### src/rtl/jvm_microseq.sv
// Microcode sequencer: walks a JVM opcode's microinstruction chain through the
// next-address ROM and hands each address to the emit stage under valid/ready.
module jvm_microseq #(
    parameter int ADR_W     = 9,
    parameter int OP_W      = 8,
    parameter int MAX_STEPS = 16
) (
    input  logic             clk,
    input  logic             rst_n,
    input  logic             bc_valid,
    input  logic [OP_W-1:0]  bc_opcode,
    output logic             bc_ready,
    output logic [ADR_W-1:0] rom_adr,
    input  logic [ADR_W-1:0] rom_next,
    output logic             uop_valid,
    output logic [ADR_W-1:0] uop_adr,
    input  logic             uop_ready,
    input  logic             flush,
    input  logic             clr_err,
    output logic             busy,
    output logic             err,
    output logic [4:0]       step_cnt
);

    typedef enum logic [1:0] {
        IDLE = 2'd0,
        RUN  = 2'd1,
        ERR  = 2'd2
    } state_t;

    // Addresses below RUN_BASE are the dispatch region; all-ones marks an unmapped entry.
    localparam logic [ADR_W-1:0] ADR_UNMAPPED = '1;
    localparam logic [ADR_W-1:0] RUN_BASE     = ADR_W'(1 << OP_W);
    localparam logic [4:0]       STEP_LIMIT   = 5'(MAX_STEPS);

    state_t           state_reg, state_next;
    logic [ADR_W-1:0] cur_adr_reg, cur_adr_next;
    logic [4:0]       step_cnt_reg, step_cnt_next;

    logic next_done;
    logic next_legal;

    assign next_done  = (rom_next == '0);
    assign next_legal = (rom_next >= RUN_BASE) && (rom_next != ADR_UNMAPPED);

    always_ff @(posedge clk or negedge rst_n) begin
        if (!rst_n) begin
            state_reg    <= IDLE;
            cur_adr_reg  <= '0;
            step_cnt_reg <= '0;
        end else begin
            state_reg    <= state_next;
            cur_adr_reg  <= cur_adr_next;
            step_cnt_reg <= step_cnt_next;
        end
    end

    always_comb begin
        state_next    = state_reg;
        cur_adr_next  = cur_adr_reg;
        step_cnt_next = step_cnt_reg;
        case (state_reg)
            IDLE: begin
                if (bc_valid) begin
                    cur_adr_next  = {{(ADR_W-OP_W){1'b0}}, bc_opcode};
                    step_cnt_next = 5'd1;
                    state_next    = RUN;
                end
            end
            RUN: begin
                // Flush wins over a simultaneous consume: the presented address is dropped.
                if (flush) begin
                    state_next = IDLE;
                end else if (uop_ready) begin
                    if (next_done) begin
                        state_next = IDLE;
                    end else if (next_legal) begin
                        if (step_cnt_reg == STEP_LIMIT) begin
                            state_next = ERR;
                        end else begin
                            cur_adr_next  = rom_next;
                            step_cnt_next = step_cnt_reg + 5'd1;
                        end
                    end else begin
                        // cur_adr stays on the offending microinstruction for debug.
                        state_next = ERR;
                    end
                end
            end
            ERR: begin
                if (clr_err) begin
                    state_next = IDLE;
                end
            end
            default: state_next = IDLE;
        endcase
    end

    assign bc_ready  = (state_reg == IDLE);
    assign uop_valid = (state_reg == RUN);
    assign busy      = (state_reg == RUN);
    assign err       = (state_reg == ERR);
    assign rom_adr   = cur_adr_reg;
    assign uop_adr   = cur_adr_reg;
    assign step_cnt  = step_cnt_reg;

endmodule

### config.mk
export PLATFORM = sky130hd
export DESIGN_NAME = jvm_microseq
export DESIGN_NICKNAME = d
export VERILOG_FILES = /design/src/rtl/jvm_microseq.sv
export SDC_FILE = /design/constraint.sdc
export NUM_CORES = 1
export LEC_CHECK = 0
export BUFFER_PORTS_ARGS = -buffer_cell sky130_fd_sc_hd__buf_2
export CAP_MARGIN = 25
export CORE_AREA = 2 2 49 51
export CTS_CLUSTER_SIZE = 28
export DETAILED_ROUTE_END_ITERATION = 7
export DIE_AREA = 0 0 51 53
export PLACE_DENSITY = 0.81
export SETUP_SLACK_MARGIN = 0.3
export SYNTH_ARGS = -nofsm -noshare
export SYNTH_HDL_FRONTEND = slang
export SYNTH_SLANG_ARGS = --single-unit
### constraint.sdc
create_clock -name clk -period 3.4 [get_ports clk]
set_clock_uncertainty 0.1 [all_clocks]
set_input_delay 0.68 -clock clk [delete_from_list [all_inputs] [get_ports clk]]
set_output_delay 0.68 -clock clk [all_outputs]
set_load 0.05 [all_outputs]
==> qor.yml, run 1 <==
timing:
  rsz0062_at_grt: "false"
  hold_viol: 0
  setup_viol: 0
  slew_viol_final: 0
  period_share: 0.778
  setup_ws_ps: 754
  tightest_slew_ps: 449
  fin_crit_ps: 2650
  fin_setup_tns_ps: 0
  max_slew_margin: 0.701
  fmax_mhz: 378
global_route:
  grt_start_max_net_pins: 17
  grt_pass1_vias: 839
  grt_util_all_layers: 0.178
  grt_pass1_wl_mm: 3.54
  overflow: 0
  antenna_found_initial: 0
finish:
  largest_register_ffs: 9
  nFillCells: 194
  syn_to_final_growth_pct: 21.6
  n_antenna_cell: 0
  nNetsFinal: 177
  fin_cells: 179
  final_area_sq_mm: 0.00125
  drive_gt1_frac: 0.437
clocking:
  ctsResizeCount: 0
  htree_levels: 1
  clockRootBuffer: "clkbuf_4"
  cts_buffers: 3
  cts_setup_buffers: 0
  cts_tree: "done"
  cts-hold-fix-buffers: 0
  clockBufferDepth: 2
  insertion_delay_ps: 280
  cts.clk_slew.worst_paths_ps: 90
  cts.sinks: 16
die:
  io_pins: 50
  fp-row-count: 17
  core_sq_mm: 0.00215
  die_w_um: 51
  die_h_um: 53
  start_util: 0.479
  dieArea_sq_mm: 0.00270
routing:
  via_per_inst: 5.15
  drc: 0
  vias: 921
  drt-total-wl_mm: 2.34
  wl_per_cell_um: 13.0
  ant_nets: 0
  drt_iter0_markers: 14
  first_pass_iters: 4
setup_path:
  cp_data_required_time_ps: 2620
  crit_fanout: 13
  path_class: "flop to primary output"
  critPathCaptureType: "primary output"
  cp.arrival_ps: 1870
  startpoint_type: "flop"
placement:
  dpl-instance-area_sq_mm: 0.00122
  dpl.hpwl_mm: 1.82
  place_congestion: 0.760
  io_buffers: 49
  dp_cells: 175
  place_ws_ps: 1090
flow_run:
  drv_cap: 0
pwr:
  p_leak_nw: 0.649
  ir_worst_vdd_uv: 563
  finalPower_mw: 1.16
  power_density_mw_per_mm2: 926
synth:
  syn-num-nets: 137
  synth_top_area_cell: "dfrtp_1"
  synth_area_leaders: "dfrtp_1 39%, nand2_1 12%, mux2_2 8.7%, buf_4 7.3%, nand2b_1 3.6%"
  yosysWarnings: 0
  yosysSeqAreaShare: 0.389
  synth_top_area_frac: 0.389
  syn-cell-area_sq_mm: 0.00103
  yosys_register_bits: 16
  postSynthCellCount: 112
  avgSynthCellArea_sq_um: 9.19
  ys_types: 29
status:
  status: "completed"
min_path:
  hp-class: "input port to asynchronous set/reset pin"
==> final timing paths <==
path | startpoint | to | slack [ps] | depth (start not counted)
max | state_reg[0] | uop_valid | 750 | 3
min | rst_n | rom_adr[1] | 190 | 1
max reg2reg | step_cnt[0] | rom_adr[7] | 1340 | 6
min reg2reg | rom_adr[3] | rom_adr[3] | 430 | 1
max in group asynchronous | rst_n | step_cnt[1] | 2760 | 1
min in group clk | rom_adr[3] | rom_adr[3] | 430 | 1
==> stage by stage <==
stage               hold WS, ps  utilization
detailed placement          415        0.566
global route                196        0.583
global placement            404        0.566
finish                      189        0.583
CTS                         194        0.583
floorplan                   284            -
==> area by class of cell <==
cell class              instances  area, sq um  area share
multi-input cells              77          517       0.413
flip-flops and latches         16          400       0.320
repair buffers                 49          245       0.196
clock buffers                   4         36.3      0.0290
well taps                      28         35.0      0.0280
inverters                       5         18.8      0.0150
==> placed cells by master, fill, tap and decap left out, drive strengths merged <==
master   Yosys  routed
nand4        2       2
o32ai        1       1
or3b         1       1
o311ai       1       1
o32a         1       1
a21oi        1       1
nand3        4       4
o2111ai      1       1
nor2         2       2
o211ai       4       4
nand2       32      32
inv          5       5
or4          2       2
nand2b       6       6
clkbuf       0       4
nor4         2       2
a32o         1       1
o21bai       1       1
ha           2       2
buf         14      49
o221a        1       1
o41ai        1       1
dfrtp       16      16
nand4bb      1       1
nor2b        1       1
mux2         8       8
a21o         1       1
==> synthesized netlist by cell type, drive strengths merged <==
| library cell | number |
|---|---|
| nand4 | 2 |
| inv | 5 |
| o32ai | 1 |
| o221a | 1 |
| nand2b | 6 |
| o2111ai | 1 |
| or4 | 2 |
| o41ai | 1 |
| nor2b | 1 |
| mux2 | 8 |
| a32o | 1 |
| nor2 | 2 |
| o21bai | 1 |
| nand4bb | 1 |
| o211ai | 4 |
| nor4 | 2 |
| nand2 | 32 |
| o311ai | 1 |
| dfrtp | 16 |
| a21oi | 1 |
| o32a | 1 |
| ha | 2 |
| nand3 | 4 |
| a21o | 1 |
| or3b | 1 |
| buf | 14 |
==> power breakdown <==
part / internal (mW) / total (mW) / switching [mW] / leakage (nW)
registers: 0.253 / 0.312 / 0.0588 / 0.200
logic: 0.169 / 0.724 / 0.555 / 0.428
clock network: 0.0652 / 0.124 / 0.0590 / 0.0210
==> worst max-delay path: stages (launching register included) <==
cell and delay (ps):
dfrtp_1 630, nand2b_1 350, inv_2 290, buf_2 310
==> per-layer routing <==
layer	routed length [um]	up-vias	global-route usage
met4	43	0	0.0811
met1	973	430	0.199
met2	1230	28	0.340
met3	92	5	0.0169
met5	0	-	0
li1	-	458	-
==> kinds of logic after synthesis <==
| group | Yosys count | synth area share |
|---|---|---|
| AO/OA/AOI/OAI | 14 | 0.141 |
| adder cells (fa/ha/maj) | 2 | 0.0243 |
| buffers and inverters | 19 | 0.109 |
| flip-flops | 16 | 0.389 |
| multiplexers | 8 | 0.0875 |
| AND/OR/NAND/NOR | 53 | 0.249 |
Power figures use the tool's default switching activity.
==> run 2, diff against run 1 <==
--- a/config.mk
+++ b/config.mk
@@ -7,11 +7,11 @@
 export LEC_CHECK = 0
 export BUFFER_PORTS_ARGS = -buffer_cell sky130_fd_sc_hd__buf_2
 export CAP_MARGIN = 25
-export CORE_AREA = 2 2 49 51
+export CORE_AREA = 2 2 51 53
 export CTS_CLUSTER_SIZE = 28
 export DETAILED_ROUTE_END_ITERATION = 7
-export DIE_AREA = 0 0 51 53
-export PLACE_DENSITY = 0.81
+export DIE_AREA = 0 0 53 55
+export PLACE_DENSITY = 0.76
 export SETUP_SLACK_MARGIN = 0.3
 export SYNTH_ARGS = -nofsm -noshare
 export SYNTH_HDL_FRONTEND = slang
==> constraint.sdc (replaced) <==
create_clock -name clk -period 2.6 [get_ports clk]
set_clock_uncertainty 0.1 [all_clocks]
set_input_delay 0.52 -clock clk [delete_from_list [all_inputs] [get_ports clk]]
set_output_delay 0.52 -clock clk [all_outputs]
set_load 0.05 [all_outputs]
==> qor.yml, run 2 (synthesis gave the netlist of run 1 again) <==
timing:
  fin_setup_tns_ps: 0
  hold_viol: 0
  tightest_slew_ps: 388
  slew_viol_final: 0
  period_share: 0.824
  rsz0062_at_grt: "false"
  holdWs_ps: 20.7
  max_slew_margin: 0.741
  fmax_mhz: 467
  setup_viol: 0
  fin_crit_ps: 2140
finish:
  nNetsFinal: 177
  multiInputGateArea_sq_um: 519
  syn_to_final_growth_pct: 22.2
  n_antenna_cell: 0
  final_common_cell: "buf_2"
  drive_gt1_frac: 0.450
  nFillCells: 251
  mostFrequentLayoutCells: "49 x buf_2, 32 x nand2_1, 15 x dfrtp_1, 8 x mux2_2, 5 x nand2b_1"
  largest_register_ffs: 9
  seq_area_sq_um: 402
pwr:
  pwr-share-clk: 0.111
  pwr-share-seq: 0.270
  p_sw_uw: 879
  power_frac_comb: 0.619
  ir_worst_vdd_uv: 989
  p_leak_nw: 0.647
  p_int_uw: 639
  p_sw_frac: 0.579
  power_density_mw_per_mm2: 1210
setup_path:
  path_class: "flop to primary output"
  slowest_stage: "dfrtp_2"
  max_stage_delay_ps: 530
  reg2reg_from: "step_cnt[0]"
  reg2regPathDepth: 6
  cp.arrival_ps: 1520
  regToRegSetupSlack_ps: 540
  crit_fanout: 13
  cp_cell_sequence: "nand2b_2, inv_2, buf_2"
  startpoint_type: "flop"
  critPathCaptureType: "primary output"
  reg2reg_to: "rom_adr[4]"
  cp_data_required_time_ps: 1980
placement:
  place_congestion: 0.762
  io_buffers: 49
  dpl.hpwl_mm: 1.79
clocking:
  cts.clk_slew.worst_paths_ps: 100
  clockRootBuffer: "clkbuf_4"
  clockBufferDepth: 2
  cts_setup_buffers: 0
  insertion_delay_ps: 290
  cts_tree: "done"
  cts_buffers: 3
  cts.sinks: 16
  htree_levels: 1
routing:
  drt-total-wl_mm: 2.23
  first_pass_iters: 4
  drc: 0
  via_per_inst: 5.15
  ant_nets: 0
  vias: 932
  wl_per_cell_um: 12.3
  drt_iter0_markers: 4
global_route:
  antenna_found_initial: 0
  grt_start_max_net_pins: 17
  overflow: 0
  grt_pass1_vias: 817
  grt_util_all_layers: 0.166
  grt_pass1_wl_mm: 3.46
die:
  io_pins: 50
  die_w_um: 53
  core_sq_mm: 0.00236
  dieArea_sq_mm: 0.00292
  fp-row-count: 18
  die_h_um: 55
  start_util: 0.435
status:
  status: "completed"
min_path:
  hp-class: "input port to asynchronous set/reset pin"
flow_run:
  drv_cap: 0
-- run 2: final cells by class --
| type | count | area share |
|---|---|---|
| multi-input cells | 77 | 0.413 |
| clock buffers | 4 | 0.0288 |
| flip-flops and latches | 16 | 0.319 |
| inverters | 5 | 0.0149 |
| repair buffers | 49 | 0.195 |
| well taps | 30 | 0.0298 |
-- run 2: what timing repair did --
item | CTS | global route
resized for setup | 1 | 1
setup endpoints to repair | 2 | 2
hold buffers | 0 | 0
-- run 2: metrics by stage --
step | util | power, mW | std cells | setup WS (ps) | cell area [sq um]
6_report | 0.532 | 1.52 | 181 | 458 | 1260
5_1_grt | 0.532 | 1.59 | 181 | 380 | 1260
4_1_cts | 0.531 | 1.53 | 181 | 348 | 1260
3_5_place_dp | 0.515 | 1.36 | 177 | 539 | 1220
3_3_place_gp | 0.515 | 1.35 | 177 | 565 | 1220
2_1_floorplan | - | 1.24 | 112 | 417 | 1030
-- run 2: worst max-delay path: cells and delay by family, from the launching register on --
kind,cells,cell delay (ps)
buffers and inverters,2,510
AND/OR/NAND/NOR,1,190
flip-flops,1,530
-- run 2: worst max-delay path by stage --
stage,from,end,depth (start not counted)
after detailed placement,state_reg[0],busy,3
after global placement,state_reg[0],busy,3
after CTS,state_reg[0],busy,3
final,state_reg[0],busy,3
after global routing,state_reg[0],busy,3
after floorplan,step_cnt[0],rom_adr[0],6
-- run 2: power by group through the flow --
stage | registers (mW) | logic, mW | clock network [mW]
3_3_place_gp | 0.404 | 0.943 | 0
5_1_grt | 0.425 | 0.985 | 0.185
3_5_place_dp | 0.413 | 0.947 | 0
2_1_floorplan | 0.680 | 0.563 | 0
4_1_cts | 0.411 | 0.948 | 0.172
6_report | 0.410 | 0.940 | 0.168
-- run 2: metal layers --
| metal | GRT usage | wire length, um | part of all wire |
|---|---|---|---|
| met5 | 0 | 0 | 0 |
| met4 | 0.0897 | 44 | 0.020 |
| met3 | 0.0269 | 176 | 0.079 |
| met2 | 0.273 | 1020 | 0.46 |
| met1 | 0.209 | 981 | 0.44 |
